### config.mk
export PLATFORM = sky130hd
export DESIGN_NAME = lcd_8080_writer
export DESIGN_NICKNAME = d
export VERILOG_FILES = /design/src/rtl/lcd_writer_pkg.sv /design/src/rtl/lcd_wr_fifo.sv /design/src/rtl/lcd_8080_writer.sv
export SDC_FILE = /design/constraint.sdc
export NUM_CORES = 1
export LEC_CHECK = 0
export ABC_AREA = 1
export CAP_MARGIN = 40
export CORE_AREA = 2 2 115 128
export DETAILED_ROUTE_END_ITERATION = 8
export DIE_AREA = 0 0 117 130
export MAX_ROUTING_LAYER = met4
export PLACE_DENSITY = 0.74
export SETUP_SLACK_MARGIN = 0.2
export SYNTH_ARGS = -nofsm -noshare
export SYNTH_HDL_FRONTEND = slang
export SYNTH_SLANG_ARGS = --single-unit
### constraint.sdc
create_clock -name clk -period 3 [get_ports clk]
set_input_delay 0.6 -clock clk [delete_from_list [all_inputs] [get_ports clk]]
set_output_delay 0.6 -clock clk [all_outputs]
set_load 0.01 [all_outputs]
### src/rtl/lcd_writer_pkg.sv
// Shared types and constants for the 8080-style LCD bus writer.
// Optional statistics counter is enabled with LCD_8080_WRITER_STATS_EN.
package lcd_writer_pkg;

    typedef enum logic [2:0] {
        IDLE    = 3'd0,
        SETUP   = 3'd1,
        WR_LOW  = 3'd2,
        WR_HIGH = 3'd3,
        HOLD    = 3'd4
    } lcd_state_e;

    localparam int DEF_DATA_WIDTH  = 16;
    localparam int DEF_FIFO_DEPTH  = 8;
    localparam int DEF_WR_LOW_CYC  = 2;
    localparam int DEF_WR_HIGH_CYC = 2;
    localparam int DEF_CS_HOLD_CYC = 1;

    localparam logic RS_CMD  = 1'b0;
    localparam logic RS_DATA = 1'b1;

    function automatic int max3(input int a, input int b, input int c);
        int m;
        m = (a > b) ? a : b;
        return (m > c) ? m : c;
    endfunction

endpackage

### src/rtl/lcd_wr_fifo.sv
// Synchronous word FIFO holding {rs, data}; push and pop may coincide.
// Pointers wrap naturally; level tracks occupancy from 0 to DEPTH.
module lcd_wr_fifo #(
    parameter int WIDTH = 17,
    parameter int DEPTH = 8
) (
    input  logic                       clk,
    input  logic                       rstn,
    input  logic                       push,
    input  logic [WIDTH-1:0]           wdata,
    input  logic                       pop,
    output logic [WIDTH-1:0]           rdata,
    output logic                       full,
    output logic                       empty,
    output logic [$clog2(DEPTH):0]     level
);
    localparam int PW = $clog2(DEPTH);
    localparam int LW = PW + 1;

    logic [WIDTH-1:0] mem_r [DEPTH];
    logic [PW-1:0]    wr_ptr_r;
    logic [PW-1:0]    rd_ptr_r;
    logic [LW-1:0]    level_r;
    logic             push_s;
    logic             pop_s;

    assign push_s = push && !full;
    assign pop_s  = pop && !empty;
    assign full   = (level_r == LW'(DEPTH));
    assign empty  = (level_r == {LW{1'b0}});
    assign level  = level_r;
    assign rdata  = mem_r[rd_ptr_r];

    // Storage array, written on accepted pushes only.
    always_ff @(posedge clk) begin
        if (push_s) begin
            mem_r[wr_ptr_r] <= wdata;
        end
    end

    // Pointers and occupancy.
    always_ff @(posedge clk or negedge rstn) begin
        if (!rstn) begin
            wr_ptr_r <= {PW{1'b0}};
            rd_ptr_r <= {PW{1'b0}};
            level_r  <= {LW{1'b0}};
        end else begin
            if (push_s) begin
                wr_ptr_r <= wr_ptr_r + PW'(1);
            end
            if (pop_s) begin
                rd_ptr_r <= rd_ptr_r + PW'(1);
            end
            case ({push_s, pop_s})
                2'b10:   level_r <= level_r + LW'(1);
                2'b01:   level_r <= level_r - LW'(1);
                default: level_r <= level_r;
            endcase
        end
    end

endmodule

### src/rtl/lcd_8080_writer.sv
// Buffered 8080 parallel-bus writer: FIFO of {rs, data} words drained as CS-low bursts.
// Define LCD_8080_WRITER_STATS_EN to add the word_cnt output (count of WR rising edges).
module lcd_8080_writer
    import lcd_writer_pkg::*;
#(
    parameter int DATA_WIDTH  = DEF_DATA_WIDTH,
    parameter int FIFO_DEPTH  = DEF_FIFO_DEPTH,
    parameter int WR_LOW_CYC  = DEF_WR_LOW_CYC,
    parameter int WR_HIGH_CYC = DEF_WR_HIGH_CYC,
    parameter int CS_HOLD_CYC = DEF_CS_HOLD_CYC
) (
    input  logic                          clk,
    input  logic                          rstn,
    input  logic                          in_valid,
    output logic                          in_ready,
    input  logic                          in_rs,
    input  logic [DATA_WIDTH-1:0]         in_data,
    output logic                          busy,
    output logic [$clog2(FIFO_DEPTH):0]   fifo_level,
    output logic                          LCD_CS,
    output logic                          LCD_WR,
    output logic                          LCD_RS,
    output logic [DATA_WIDTH-1:0]         LCD_DATA
`ifdef LCD_8080_WRITER_STATS_EN
    ,
    output logic [31:0]                   word_cnt
`endif
);
    localparam int CNT_W = $clog2(max3(WR_LOW_CYC, WR_HIGH_CYC, CS_HOLD_CYC)) + 1;

    lcd_state_e            state_r, state_s;
    logic [CNT_W-1:0]      cnt_r, cnt_s;
    logic                  cs_r, cs_s;
    logic                  wr_r, wr_s;
    logic                  rs_r, rs_s;
    logic [DATA_WIDTH-1:0] data_r, data_s;
    logic                  pop_s;
    logic [DATA_WIDTH:0]   head_s;
    logic                  full_s;
    logic                  empty_s;

    lcd_wr_fifo #(
        .WIDTH (DATA_WIDTH + 1),
        .DEPTH (FIFO_DEPTH)
    ) u_fifo (
        .clk   (clk),
        .rstn  (rstn),
        .push  (in_valid && !full_s),
        .wdata ({in_rs, in_data}),
        .pop   (pop_s),
        .rdata (head_s),
        .full  (full_s),
        .empty (empty_s),
        .level (fifo_level)
    );

    assign in_ready = !full_s;
    assign busy     = !empty_s || (state_r != IDLE);
    assign LCD_CS   = cs_r;
    assign LCD_WR   = wr_r;
    assign LCD_RS   = rs_r;
    assign LCD_DATA = data_r;

    // Next-state and next-output decode; RS/DATA only reload when entering SETUP.
    always_comb begin
        state_s = state_r;
        cnt_s   = cnt_r;
        cs_s    = cs_r;
        wr_s    = wr_r;
        rs_s    = rs_r;
        data_s  = data_r;
        pop_s   = 1'b0;
        case (state_r)
            IDLE: begin
                wr_s = 1'b1;
                if (!empty_s) begin
                    pop_s   = 1'b1;
                    rs_s    = head_s[DATA_WIDTH];
                    data_s  = head_s[DATA_WIDTH-1:0];
                    cs_s    = 1'b0;
                    state_s = SETUP;
                end else begin
                    cs_s = 1'b1;
                end
            end
            SETUP: begin
                wr_s    = 1'b0;
                cnt_s   = {CNT_W{1'b0}};
                state_s = WR_LOW;
            end
            WR_LOW: begin
                if (cnt_r == CNT_W'(WR_LOW_CYC - 1)) begin
                    wr_s    = 1'b1;
                    cnt_s   = {CNT_W{1'b0}};
                    state_s = WR_HIGH;
                end else begin
                    cnt_s = cnt_r + CNT_W'(1);
                end
            end
            WR_HIGH: begin
                if (cnt_r == CNT_W'(WR_HIGH_CYC - 1)) begin
                    cnt_s = {CNT_W{1'b0}};
                    if (!empty_s) begin
                        pop_s   = 1'b1;
                        rs_s    = head_s[DATA_WIDTH];
                        data_s  = head_s[DATA_WIDTH-1:0];
                        state_s = SETUP;
                    end else begin
                        state_s = HOLD;
                    end
                end else begin
                    cnt_s = cnt_r + CNT_W'(1);
                end
            end
            HOLD: begin
                if (cnt_r == CNT_W'(CS_HOLD_CYC - 1)) begin
                    cs_s    = 1'b1;
                    cnt_s   = {CNT_W{1'b0}};
                    state_s = IDLE;
                end else begin
                    cnt_s = cnt_r + CNT_W'(1);
                end
            end
            default: begin
                state_s = IDLE;
                cnt_s   = {CNT_W{1'b0}};
                cs_s    = 1'b1;
                wr_s    = 1'b1;
            end
        endcase
    end

    // State, timing counter and bus output registers.
    always_ff @(posedge clk or negedge rstn) begin
        if (!rstn) begin
            state_r <= IDLE;
            cnt_r   <= {CNT_W{1'b0}};
            cs_r    <= 1'b1;
            wr_r    <= 1'b1;
            rs_r    <= RS_DATA;
            data_r  <= {DATA_WIDTH{1'b0}};
        end else begin
            state_r <= state_s;
            cnt_r   <= cnt_s;
            cs_r    <= cs_s;
            wr_r    <= wr_s;
            rs_r    <= rs_s;
            data_r  <= data_s;
        end
    end

`ifdef LCD_8080_WRITER_STATS_EN
    logic [31:0] word_cnt_r;

    assign word_cnt = word_cnt_r;

    // Counts WR rising edges; wraps naturally at 32 bits.
    always_ff @(posedge clk or negedge rstn) begin
        if (!rstn) begin
            word_cnt_r <= 32'd0;
        end else if ((state_r == WR_LOW) && (state_s == WR_HIGH)) begin
            word_cnt_r <= word_cnt_r + 32'd1;
        end else begin
            word_cnt_r <= word_cnt_r;
        end
    end
`endif

endmodule

==> run summary <==
RUN STATUS
-------------------------------------------------------------------------------------
Run status ............................................................. finished, final reports clean

FLOORPLAN
-------------------------------------------------------------------------------------
Core box area ..........................................................   14100 um^2
I/O pins ...............................................................           45
Initial standard-cell utilization of the core ..........................        0.534
Vert. Die Dim ..........................................................       130 um
Die W ..................................................................       117 um
Standard-cell row count ................................................           46
Die outline area .......................................................   15200 um^2

CLOCK TREE
-------------------------------------------------------------------------------------
Root buffer selected by CTS ............................................ sky130_fd_sc_hd__clkbuf_16
Maximum level of the CTS H-tree ........................................            4
TritonCTS clock tree ...................................................        built
Number of sinks on the clock net .......................................          170
Number of buffers added to fix hold violations after cts ...............            0
Maximum root-to-sink buffer count ......................................            2
Clock buffers created by TritonCTS .....................................           17
Clock latency on the worst-skew pair ...................................      0.42 ns
Clock-pin slew of the registers on the worst-case setup and hold paths .      0.06 ns
Total setup buffers inserted after CTS .................................            0
Resize count post-CTS ..................................................            0

TIMING
-------------------------------------------------------------------------------------
Worst setup slack after layout .........................................     0.414 ns
Slew Viols, Final ......................................................            0
RSZ-0062 raised after global routing ...................................           no
Actual transition at the worst max-transition pin ......................     0.582 ns
Achievable Freq ........................................................    0.387 GHz
Worst clock skew on the final layout ...................................   0.00419 ns
Total negative slack ...................................................         0 ns
Count of final hold-check violations ...................................            0
Normalized max-slew margin .............................................        0.612
Post-route fraction of the period consumed by the critical path ........        0.862
Final setup vio count ..................................................            0
Worst hold slack .......................................................     0.480 ns
Time the worst path needs with I/O delays and setup ....................      2.59 ns

YOSYS
-------------------------------------------------------------------------------------
Synth Cell Area ........................................................    7530 um^2
Dominant register cell in the synthesized netlist ...................... sky130_fd_sc_hd__edfxtp_1
FF+latch count, synth ..................................................          170
Synthesized area divided by synthesized cell count .....................    10.4 um^2
Nets in the synthesized netlist ........................................          750
Number of enable flip-flop cells after synthesis .......................          136
Post-synth cell types ..................................................           37
Sequential fraction of the synthesis area ..............................        0.656
Count of mapped cells out of synthesis .................................          721
Number of warning messages in the yosys log ............................            0
Async set or reset register ratio after synthesis ......................        0.200

CRITICAL PATH
-------------------------------------------------------------------------------------
Cells along the critical path .......................................... nor2_2, nand2_2, clkinv_2, nand2_4, nand2_8, ha_1, ha_1, or2_2, nand2_1, nand2_1, nand2_1, nand2_1, nand2_1
Arrival time at the worst endpoint .....................................      2.95 ns
Max stage delay on crit path ...........................................      0.42 ns
Top fanout value on the critical path ..................................           23
Most frequent cell on the critical path ................................ sky130_fd_sc_hd__nand2_1
Worst path slowest cell ................................................ sky130_fd_sc_hd__dfrtp_1
Type of the worst setup path ........................................... flop to flop
Cell family with the largest share of critical-path delay .............. simple AND/OR/NAND/NOR gates
CP startpoint kind .....................................................         flop
Crit path buf inv count ................................................            1
Setup crit end kind ....................................................         flop
Required time of the worst setup path ..................................      3.36 ns

HOLD PATH
-------------------------------------------------------------------------------------
Worst hold-check path type ............................................. flop to flop

PLACEMENT
-------------------------------------------------------------------------------------
Placed insts ...........................................................          943
Total of buffers placed on input and output ports ......................           44
Dpl hpwl ...............................................................      9920 um
Worst setup slack before clock tree synthesis ..........................     0.453 ns
GP Congestion ..........................................................        0.855

FINISH
-------------------------------------------------------------------------------------
Count of nets after finishing ..........................................          799
Number of non-filler instances in the completed layout .................          975
Count of antenna diodes in the layout ..................................            0
Proportion of layout cells with a drive suffix above 1 .................       0.0971
Synthesis-to-finish area growth ........................................        16.1%

ROUTE
-------------------------------------------------------------------------------------
Remaining antenna violation count after routing ........................            0
DRC errors left ........................................................            0
Final routed wire length divided by cell count .........................      16.5 um
Via count ..............................................................         5155
Vias per inst ..........................................................         5.29
DRC violation total after the first TritonRoute iteration ..............          513
1st-pass router iterations .............................................            5
Total wire length after detailed routing ...............................     16100 um

GLOBAL ROUTE
-------------------------------------------------------------------------------------
Vias in the first global route .........................................         5067
Total congestion overflow after global routing .........................            0
Global-route wire length before repair .................................     25500 um
Overall Global Routing Usage ...........................................        0.233
Pin count of the biggest net entering global routing ...................           56
Number of antenna violations at the first check in global routing ......            0

RUN
-------------------------------------------------------------------------------------
Number of maximum-capacitance violations ...............................            0

POWER
-------------------------------------------------------------------------------------
Worst vdd ir ...........................................................     0.429 mV
Static leakage .........................................................   0.00380 uW
Power density of the placed cells ......................................  997 nW/um^2
Total Power Consumption ................................................      8710 uW

[cell usage in the layout, fill, tap and decap left out, drive strengths merged, types with 2 or more instances in the layout]
master and instances:
nand2 221, edfxtp 136, nand3 129, inv 120, clkdlybuf4s50 44, dfrtp 31, clkbuf 20, nor2 18
buf 16, clkinv 12, ha 8, o21ai 5, dfstp 3, xor2 3, nand3b 3, xnor2 2
o211ai 2, a21boi 2, bufinv 2, or2 2
[path summary, 6_finish.rpt]
path,start,endpoint,slack (ns),cells after the start
max in group asynchronous,rstn,LCD_CS,2.08,2
min in group asynchronous,rstn,u_fifo.level[1],0.58,2
min,LCD_CS,LCD_CS,0.48,2
min reg2reg,LCD_CS,LCD_CS,0.48,2
max,state_r[1],u_fifo.level[3],0.41,13
max reg2reg,state_r[1],u_fifo.level[3],0.41,13
[worst min-delay path, stage by stage, from the launching register on]
cell and delay (ns):
sky130_fd_sc_hd__dfstp_2 0.37, sky130_fd_sc_hd__inv_1 0.04, sky130_fd_sc_hd__a21boi_0 0.07
[sequential cells by signal, summed over array words and instances, names as in the netlist]
signal	flops
u_fifo.level	4
LCD_RS	1
LCD_DATA	16
u_fifo.mem_r	136
state_r	3
LCD_WR	1
cnt_r	2
LCD_CS	1
u_fifo.rd_ptr_r	3
u_fifo.wr_ptr_r	3
[per-layer routing]
layer | GRT usage | share of wire | vias up
li1 | - | - | 2424
met1 | 0.275 | 0.39 | 2485
met2 | 0.388 | 0.52 | 196
met3 | 0.0399 | 0.052 | 50
met4 | 0.115 | 0.034 | 0
met5 | - | 0 | -
[power by group]
part	switching, uW	total, uW	leakage [uW]	internal (uW)
Sequential	302	3370	0.00165	3070
Combinational	2080	3250	0.00187	1170
Clock	862	2080	0.000275	1220
[layout make-up]
type | instances | area (um^2)
Fill cell | 1074 | 5360
Sequential cell | 170 | 4940
Multi-Input combinational cell | 399 | 1960
Timing Repair Buffer | 60 | 573
Inverter | 122 | 459
Clock buffer | 20 | 437
Tap cell | 192 | 240
Clock inverter | 12 | 125
[cell families (layout without fill, tap and decap cells)]
kind of cell	count (synthesis)	in the layout	share of synthesized area
compound gates	11	11	0.00897
buf+inv	152	214	0.0829
simple gates	374	374	0.230
xor+xnor	5	5	0.00582
fa+ha+maj	9	9	0.0160
flops	170	170	0.656
[cells in the mapped netlist (all sizes together), types with 2 or more instances]
| cell | instances | area [um^2] |
|---|---|---|
| nand3b | 3 | 26.3 |
| xnor2 | 2 | 17.5 |
| o211ai | 2 | 15.0 |
| nor2 | 18 | 80.1 |
| xor2 | 3 | 26.3 |
| edfxtp | 136 | 4080 |
| nand3 | 129 | 748 |
| dfstp | 3 | 78.8 |
| o21ai | 5 | 25.0 |
| clkinv | 3 | 12.5 |
| a21boi | 2 | 15.0 |
| inv | 119 | 447 |
| ha | 8 | 100 |
| buf | 18 | 120 |
| dfrtp | 31 | 776 |
| nand2 | 221 | 858 |
| or2 | 2 | 12.5 |
| clkbuf | 12 | 45.0 |
[per-stage QoR]
| step | utilization | instance area, um^2 |
|---|---|---|
| finish | 0.620 | 8740 |
| global route | 0.620 | 8740 |
| CTS | 0.620 | 8740 |
| detailed placement | 0.580 | 8180 |
| global placement | 0.580 | 8180 |
| floorplan | - | 7530 |
No activity file was read; power rests on OpenSTA's default activity.
